==> src/rtl/scan_pkg.sv <==
// Shared types and constants for the channel-scan sequencer.
package scan_pkg;

    localparam int unsigned NUM_CH = 8;
    localparam int unsigned IDX_W  = 3;

    typedef enum logic {
        IDLE  = 1'b0,
        DWELL = 1'b1
    } state_e;

endpackage

==> src/rtl/next_chan_finder.sv <==
// Wrap-around priority search for the next enabled channel after cur.
// In first mode the search starts below channel 0, which yields the lowest set bit.
module next_chan_finder (
    input  logic [scan_pkg::NUM_CH-1:0] mask,
    input  logic [scan_pkg::IDX_W-1:0]  cur,
    input  logic                        first_mode,
    output logic [scan_pkg::IDX_W-1:0]  nxt,
    output logic                        wrap
);
    import scan_pkg::*;

    logic [IDX_W-1:0] idx;
    logic             found;

    // Scan candidates in ascending order from cur+1 (or from 0 in first mode); first hit wins.
    always_comb begin
        nxt   = '0;
        wrap  = 1'b0;
        found = 1'b0;
        idx   = '0;
        for (int i = 1; i <= int'(NUM_CH); i++) begin
            if (first_mode) begin
                idx = IDX_W'(i - 1);
            end else begin
                idx = IDX_W'(int'(cur) + i);
            end
            if (!found && mask[idx]) begin
                found = 1'b1;
                nxt   = idx;
                wrap  = !first_mode && (idx <= cur);
            end
        end
    end

endmodule

==> src/rtl/scan_sequencer.sv <==
// Channel-scan sequencer: steps through a latched channel mask, holding each
// enabled channel for dwell+1 cycles, in single-pass or continuous mode.
module scan_sequencer #(
    parameter int unsigned DWELL_W = 8,
    parameter int unsigned NUM_CH  = 8
) (
    input  logic                        clk,
    input  logic                        rst_n,
    input  logic                        start,
    input  logic                        stop,
    input  logic                        continuous,
    input  logic [NUM_CH-1:0]           chan_mask,
    input  logic [DWELL_W-1:0]          dwell,
    output logic [$clog2(NUM_CH)-1:0]   sel,
    output logic                        sel_valid,
    output logic                        busy,
    output logic                        pass_done,
    output logic                        done,
    output logic                        err
);
    import scan_pkg::*;

    state_e             state_q, state_d;
    logic [IDX_W-1:0]   sel_q, sel_d;
    logic [DWELL_W-1:0] cnt_q, cnt_d;
    logic [DWELL_W-1:0] dwell_q, dwell_d;
    logic [NUM_CH-1:0]  mask_q, mask_d;
    logic               cont_q, cont_d;
    logic               stop_pend_q, stop_pend_d;
    logic               sel_valid_q, sel_valid_d;
    logic               busy_q, busy_d;
    logic               pass_done_q, pass_done_d;
    logic               done_q, done_d;
    logic               err_q, err_d;

    logic [NUM_CH-1:0]  find_mask;
    logic               find_first;
    logic [IDX_W-1:0]   find_nxt;
    logic               find_wrap;

    // One shared search: first-channel lookup on the live mask when idle,
    // successor lookup on the latched mask while scanning.
    assign find_first = (state_q == IDLE);
    assign find_mask  = find_first ? chan_mask : mask_q;

    next_chan_finder u_finder (
        .mask       (find_mask),
        .cur        (sel_q),
        .first_mode (find_first),
        .nxt        (find_nxt),
        .wrap       (find_wrap)
    );

    // Next-state and registered-output decode.
    always_comb begin
        state_d     = state_q;
        sel_d       = sel_q;
        cnt_d       = cnt_q;
        dwell_d     = dwell_q;
        mask_d      = mask_q;
        cont_d      = cont_q;
        stop_pend_d = stop_pend_q;
        sel_valid_d = sel_valid_q;
        busy_d      = busy_q;
        pass_done_d = 1'b0;
        done_d      = 1'b0;
        err_d       = 1'b0;

        unique case (state_q)
            IDLE: begin
                stop_pend_d = 1'b0;
                if (start) begin
                    if (chan_mask != '0) begin
                        mask_d      = chan_mask;
                        dwell_d     = dwell;
                        cont_d      = continuous;
                        sel_d       = find_nxt;
                        cnt_d       = dwell;
                        state_d     = DWELL;
                        sel_valid_d = 1'b1;
                        busy_d      = 1'b1;
                    end else begin
                        err_d = 1'b1;
                    end
                end
            end

            DWELL: begin
                if (stop) begin
                    stop_pend_d = 1'b1;
                end
                if (cnt_q != '0) begin
                    cnt_d = cnt_q - DWELL_W'(1);
                end else begin
                    // End of dwell: a wrap closes the pass; a pending stop
                    // recorded before this edge ends the scan here.
                    pass_done_d = find_wrap;
                    if ((find_wrap && !cont_q) || stop_pend_q) begin
                        state_d     = IDLE;
                        done_d      = 1'b1;
                        sel_valid_d = 1'b0;
                        busy_d      = 1'b0;
                        stop_pend_d = 1'b0;
                    end else begin
                        sel_d = find_nxt;
                        cnt_d = dwell_q;
                    end
                end
            end

            default: begin
                state_d = IDLE;
            end
        endcase
    end

    // State and output registers; reset is asynchronous and silent (no done).
    always_ff @(posedge clk or negedge rst_n) begin
        if (!rst_n) begin
            state_q     <= IDLE;
            sel_q       <= '0;
            cnt_q       <= '0;
            dwell_q     <= '0;
            mask_q      <= '0;
            cont_q      <= 1'b0;
            stop_pend_q <= 1'b0;
            sel_valid_q <= 1'b0;
            busy_q      <= 1'b0;
            pass_done_q <= 1'b0;
            done_q      <= 1'b0;
            err_q       <= 1'b0;
        end else begin
            state_q     <= state_d;
            sel_q       <= sel_d;
            cnt_q       <= cnt_d;
            dwell_q     <= dwell_d;
            mask_q      <= mask_d;
            cont_q      <= cont_d;
            stop_pend_q <= stop_pend_d;
            sel_valid_q <= sel_valid_d;
            busy_q      <= busy_d;
            pass_done_q <= pass_done_d;
            done_q      <= done_d;
            err_q       <= err_d;
        end
    end

    assign sel       = sel_q;
    assign sel_valid = sel_valid_q;
    assign busy      = busy_q;
    assign pass_done = pass_done_q;
    assign done      = done_q;
    assign err       = err_q;

endmodule

==> config.mk <==
export PLATFORM = sky130hd
export DESIGN_NAME = scan_sequencer
export DESIGN_NICKNAME = d
export VERILOG_FILES = /design/src/rtl/scan_pkg.sv /design/src/rtl/next_chan_finder.sv /design/src/rtl/scan_sequencer.sv
export SDC_FILE = /design/constraint.sdc
export NUM_CORES = 1
export LEC_CHECK = 0
export BUFFER_PORTS_ARGS = -buffer_cell sky130_fd_sc_hd__buf_2
export CORE_ASPECT_RATIO = 1.25
export CORE_MARGIN = 2
export CORE_UTILIZATION = 40
export CTS_CLUSTER_SIZE = 14
export DETAILED_ROUTE_END_ITERATION = 10
export SYNTH_ARGS = -nofsm -noshare
export SYNTH_HDL_FRONTEND = slang
export SYNTH_SLANG_ARGS = --single-unit
==> constraint.sdc <==
create_clock -name clk -period 7.61 [get_ports clk]
set_clock_uncertainty 0.1 [all_clocks]
set_input_delay 0.761 -clock clk [delete_from_list [all_inputs] [get_ports clk]]
set_output_delay 0.761 -clock clk [all_outputs]
set_load 0.05 [all_outputs]
==> impl_metrics.tcl, run 1 <==
set metrics [dict create \
    worstPathRequired_ps 7670 \
    cp-end-kind "flip-flop" \
    final_common_cell "nand2_1" \
    rsz0062_at_grt "false" \
    drt_first_pass_iters 4 \
    syn_nets 364 \
    dieArea_um2 8150 \
    critical_path_arrival_ps 4200 \
    cp-start-kind "flip-flop" \
    yosysSeqAreaShare_pct 28.6 \
    grt_usage_pct 21.3 \
    num_rows 35 \
    drive_gt1_share_pct 18.6 \
    slew_violations 0 \
    synth.top_cell.area_share_pct 28.6 \
    worstHoldPathType "flip-flop to flip-flop" \
    fmax_mhz 241 \
    core_um2 7310 \
    finalSetupViolCount 0 \
    h-tree-depth 2 \
    grt_pass1_vias 2662 \
    dpl_cell_area_um2 3140 \
    path_clk_slew_ps 70 \
    ys_types 76 \
    cts-resized-gates 0 \
    synth_area_leader_cell "dfrtp_1" \
    gp_congestion 0.924 \
    cts_tree "built" \
    cp_max_fo 20 \
    fin_area_um2 3220 \
    cts_sinks 34 \
    ys_top_cells_by_area "dfrtp_1 (29%), nand2_1 (8.3%), mux2i_1 (5.0%), a21oi_1 (3.2%), o21ai_0 (3.0%)" \
    die_x_um 81.2 \
    antenna_left 0 \
    synth_area_um2 2980 \
    status "complete, no violations" \
    grt_pass1_wl_um 13400 \
    tightest_slew_ps 872 \
    synth.avg_cell_area_um2 8.81 \
    drc 0 \
    fin_crit_ps 4140 \
    viasPerCell 5.88 \
    clock_path_buffers 2 \
    drt_wl_total_um 8150 \
    die_h_um 100 \
    cap_violations 0 \
    clock_latency_ps 270 \
    synth_flop_cell "dfrtp_1" \
    ys_warn_count 0 \
    drt_iter0_drc 123 \
    maxSlewHeadroom_pct 41.9 \
    async_reset_ff_share_pct 100 \
    final_cell_mix "nand2_1 (66), dfrtp_1 (34), buf_2 (28)" \
    finalSetupTns_ps 0 \
    ys_seq_elements 34 \
    antenna_found_initial 0 \
    critPathKind "flip-flop to flip-flop" \
    start_util_pct 40.7 \
    numCtsBuffers 5 \
    synth_edf_count 0 \
    port_buffers 28 \
    post_cts_buffers 0 \
    ctsHoldBuffers 0 \
    area_delta_synth_final_pct 8.20 \
    place_hpwl_um 6150 \
    diodes 0 \
    drt-wirelength-per-cell_um 18.2 \
    layout.nets 382 \
    clockRootBuffer "clkbuf_8" \
    grt-ovfl-total 0 \
    vias 2630 \
    ios 29 \
    timing.final.crit_share_pct 54.5 \
    synthCells 338 \
    grt_max_degree 35 \
    finalHoldViolCount 0 \
    nFillCells 738 \
]
## through the flow
| stage | cells | setup slack [ps] | hold WS, ps | util [%] |
|---|---|---|---|---|
| after floorplan | 338 | 3790 | 337 | - |
| after CTS | 447 | 3490 | 380 | 44.0 |
| after detailed placement | 441 | 3490 | 363 | 42.9 |
| after global placement | 441 | 3620 | 358 | 42.9 |
| after global routing | 447 | 3060 | 401 | 44.0 |
| final | 447 | 3470 | 381 | 44.0 |
## routing by layer
| metal | track usage [%] | vias to the layer above | share of wire (%) | routed length (um) |
|---|---|---|---|---|
| met5 | 0 | - | 0 | 0 |
| met4 | 8.47 | 0 | 2.5 | 200 |
| met3 | 2.25 | 14 | 2.8 | 231 |
| met2 | 38.7 | 53 | 54 | 4380 |
| met1 | 25.3 | 1275 | 41 | 3340 |
| li1 | - | 1288 | - | - |
## sequential cells by signal (all words and copies together), names as in the netlist, 3 cells and up
signal and cells:
dwell_q 8, cnt_q 8, mask_q 8, sel 3
## area by class of cell
| cell class | count | area (um^2) | share of cell area (%) |
|---|---|---|---|
| multi-input combinational | 273 | 1970 | 61.2 |
| timing repair buffer | 30 | 155 | 4.82 |
| tap | 92 | 115 | 3.57 |
| clock buffer | 6 | 82.6 | 2.56 |
| inverter | 12 | 45.0 | 1.40 |
| sequential | 34 | 851 | 26.4 |
## critical path, cell delays in order (launching register included)
cell	delay (ps)
dfrtp_1	900
inv_1	150
ha_1	420
nand2b_1	290
o221ai_1	400
mux2i_1	250
nor3b_1	400
a221oi_4	90
a2111oi_2	480
nor3_2	190
a221o_1	360
## cells by family (layout without fill, tap and decap cells)
kind of cell,after synthesis,in the layout,synth area share [%]
xor+xnor,4,4,1.81
compound gates,97,97,26.5
mux,27,27,12.1
fa+ha+maj,5,5,2.10
simple gates,140,140,23.7
buf+inv,31,48,5.17
flops,34,34,28.6
## Yosys cell counts (3+ instances only)
cell type	number
clkbuf_1	9
mux2i_1	15
dfrtp_1	34
mux2_2	5
or2_2	3
mux4_1	3
nor3_1	9
nand3_1	4
o21ai_0	18
nand2_1	66
and3_1	6
o31ai_1	3
nand2b_1	7
nor2_1	18
and2_1	5
a21o_1	3
a211oi_1	3
a32oi_1	3
a31oi_1	4
ha_1	5
a221o_1	4
a21oi_1	19
buf_2	4
inv_1	12
nor2b_1	6
o31a_1	3
## path summary, 6_finish.rpt
path / start / end / slack (ps) / depth (start not counted)
worst min register to register: dwell_q[0] / dwell_q[0] / 380 / 2
min in group asynchronous: rst_n / done / 470 / 1
worst max-delay path: sel[0] / cnt_q[4] / 3470 / 10
worst min-delay path: dwell_q[0] / dwell_q[0] / 380 / 2
worst max register to register: sel[0] / cnt_q[4] / 3470 / 10
max in group asynchronous: rst_n / pass_done / 6430 / 1
Power of run 1 is not shown: default switching activity piles up to over one toggle a cycle in this logic, so the estimate is an artifact.
==> run 2: changes to the inputs <==
Clock period 7.61 ns to 4.32 ns, I/O delays scaled along.
==> run 2 against run 1 <==
Net effect:
- non-clock buffer count increased by 5
- die area unchanged
- fmax increased by 21%
- setup slack got worse by 2600 ps
- hold slack got worse by 260 ps
- cell count increased by 1.6%
- cell area increased by 1.4%
- global-route usage decreased by 0.37 points
- core utilization increased by 0.63 points
- first-iteration DRC count increased by 120%
- clock-buffer cell count increased by 1
- highest routed layer unchanged
==> impl_metrics.tcl, run 2 (same netlist as run 1, synthesis figures left out) <==
set metrics [dict create \
    antenna_found_initial 0 \
    cpPeakStageDelay_ps 630 \
    clockRootBuffer "clkbuf_8" \
    grt_usage_pct 21.0 \
    finalSetupTns_ps 0 \
    core_um2 7310 \
    grt-ovfl-total 0 \
    worstHoldPathType "input port to async pin" \
    path_clk_slew_ps 70 \
    tightest_slew_ps 841 \
    cts-resized-gates 0 \
    top_regs "cnt_q x8, dwell_q x8, mask_q x8" \
    drt_wl_total_um 7910 \
    maxSlewHeadroom_pct 43.9 \
    gp_congestion 0.988 \
    antenna_left 0 \
    dieArea_um2 8150 \
    multi_input_area_um2 1970 \
    num_rows 35 \
    clock_path_buffers 2 \
    die_x_um 81.2 \
    cp-end-kind "flip-flop" \
    viasPerCell 6.00 \
    fmax_mhz 291 \
    ios 29 \
    critical_path_arrival_ps 3510 \
    post_cts_buffers 0 \
    diodes 0 \
    vias 2724 \
    die_h_um 100 \
    nFillCells 708 \
    drt-wirelength-per-cell_um 17.4 \
    place_hpwl_um 5990 \
    cap_violations 0 \
    cts_sinks 34 \
    cts_tree "built" \
    finalSetupViolCount 0 \
    slowest_stage "dfrtp_1" \
    r2r_slack_ps 890 \
    fin_crit_ps 3430 \
    grt_pass1_wl_um 13300 \
    slew_violations 0 \
    worstPathRequired_ps 4390 \
    clock_latency_ps 280 \
    final_cell_mix "nand2_1 (66), dfrtp_1 (34), buf_2 (28)" \
    port_buffers 28 \
    status "complete, no violations" \
    cp_max_fo 10 \
    h-tree-depth 2 \
    numCtsBuffers 5 \
    holdWs_ps 121 \
    critPathKind "flip-flop to flip-flop" \
    ctsHoldBuffers 0 \
    layout.area.seq_um2 851 \
    drc 0 \
    drive_gt1_share_pct 19.9 \
    grt_max_degree 35 \
    layout.nets 387 \
    timing.final.crit_share_pct 79.5 \
    drt_iter0_drc 270 \
    area_delta_synth_final_pct 9.75 \
    grt_pass1_vias 2697 \
    drt_first_pass_iters 5 \
    start_util_pct 40.7 \
    finalHoldViolCount 0 \
    path_cells "buf_4, xor2_1, and2_1, inv_1, ha_1, a211oi_1, o32ai_4, a2111oi_2, nor3_2, a221o_1" \
    cp-start-kind "flip-flop" \
    final_common_cell "nand2_1" \
    rsz0062_at_grt "false" \
]
[run 2: cell count changes in the layout (fill, tap and decap cells not counted), sizes merged]
cell    previous run  this run
buf               30        35
clkbuf             6         7
clkinv             0         1
[run 2: layer usage]
metal | track usage, % | share of wire (%)
met5 | 0 | 0
met4 | 9.26 | 3.5
met3 | 2.61 | 3.6
met2 | 37.1 | 52
met1 | 25.0 | 41
[run 2: path summary, 6_finish.rpt]
| path | start | to | cells past startpoint |
|---|---|---|---|
| setup / recovery | sel[2] | cnt_q[4] | 10 |
| hold / removal | rst_n | mask_q[0] | 1 |
| setup reg to reg | sel[2] | cnt_q[4] | 10 |
| hold reg to reg | dwell_q[5] | dwell_q[5] | 2 |
| max in group asynchronous | rst_n | sel[2] | 1 |
| min in group clk | continuous | cont_q | 3 |
[run 2: layout make-up]
cell class                      count  area share [%]
Clock inverter                      1           0.153
Multi-Input combinational cell    273            60.4
Inverter                           12            1.38
Sequential cell                    34            26.0
Timing Repair Buffer               35            5.90
Clock buffer                        7            2.64
Tap cell                           92            3.52
[run 2: through the flow]
step                      worst slack, ps  area, um^2  instances  util [%]
after global placement                868        3180        446      43.4
after global routing                  657        3270        454      44.7
final                                 887        3270        454      44.7
after detailed placement              884        3180        446      43.4
after floorplan                       505        2980        338         -
after CTS                             881        3270        454      44.7
[run 2: worst max-delay path, delay by kind of cell (launching register included)]
kind | cells | cell delay (ps)
AO/OA/AOI/OAI | 4 | 1320
XOR/XNOR | 1 | 140
adder cells (fa/ha/maj) | 1 | 290
buffers and inverters | 2 | 400
flip-flops | 1 | 630
AND/OR/NAND/NOR | 2 | 430
Power of run 2 is left out for the same reason.
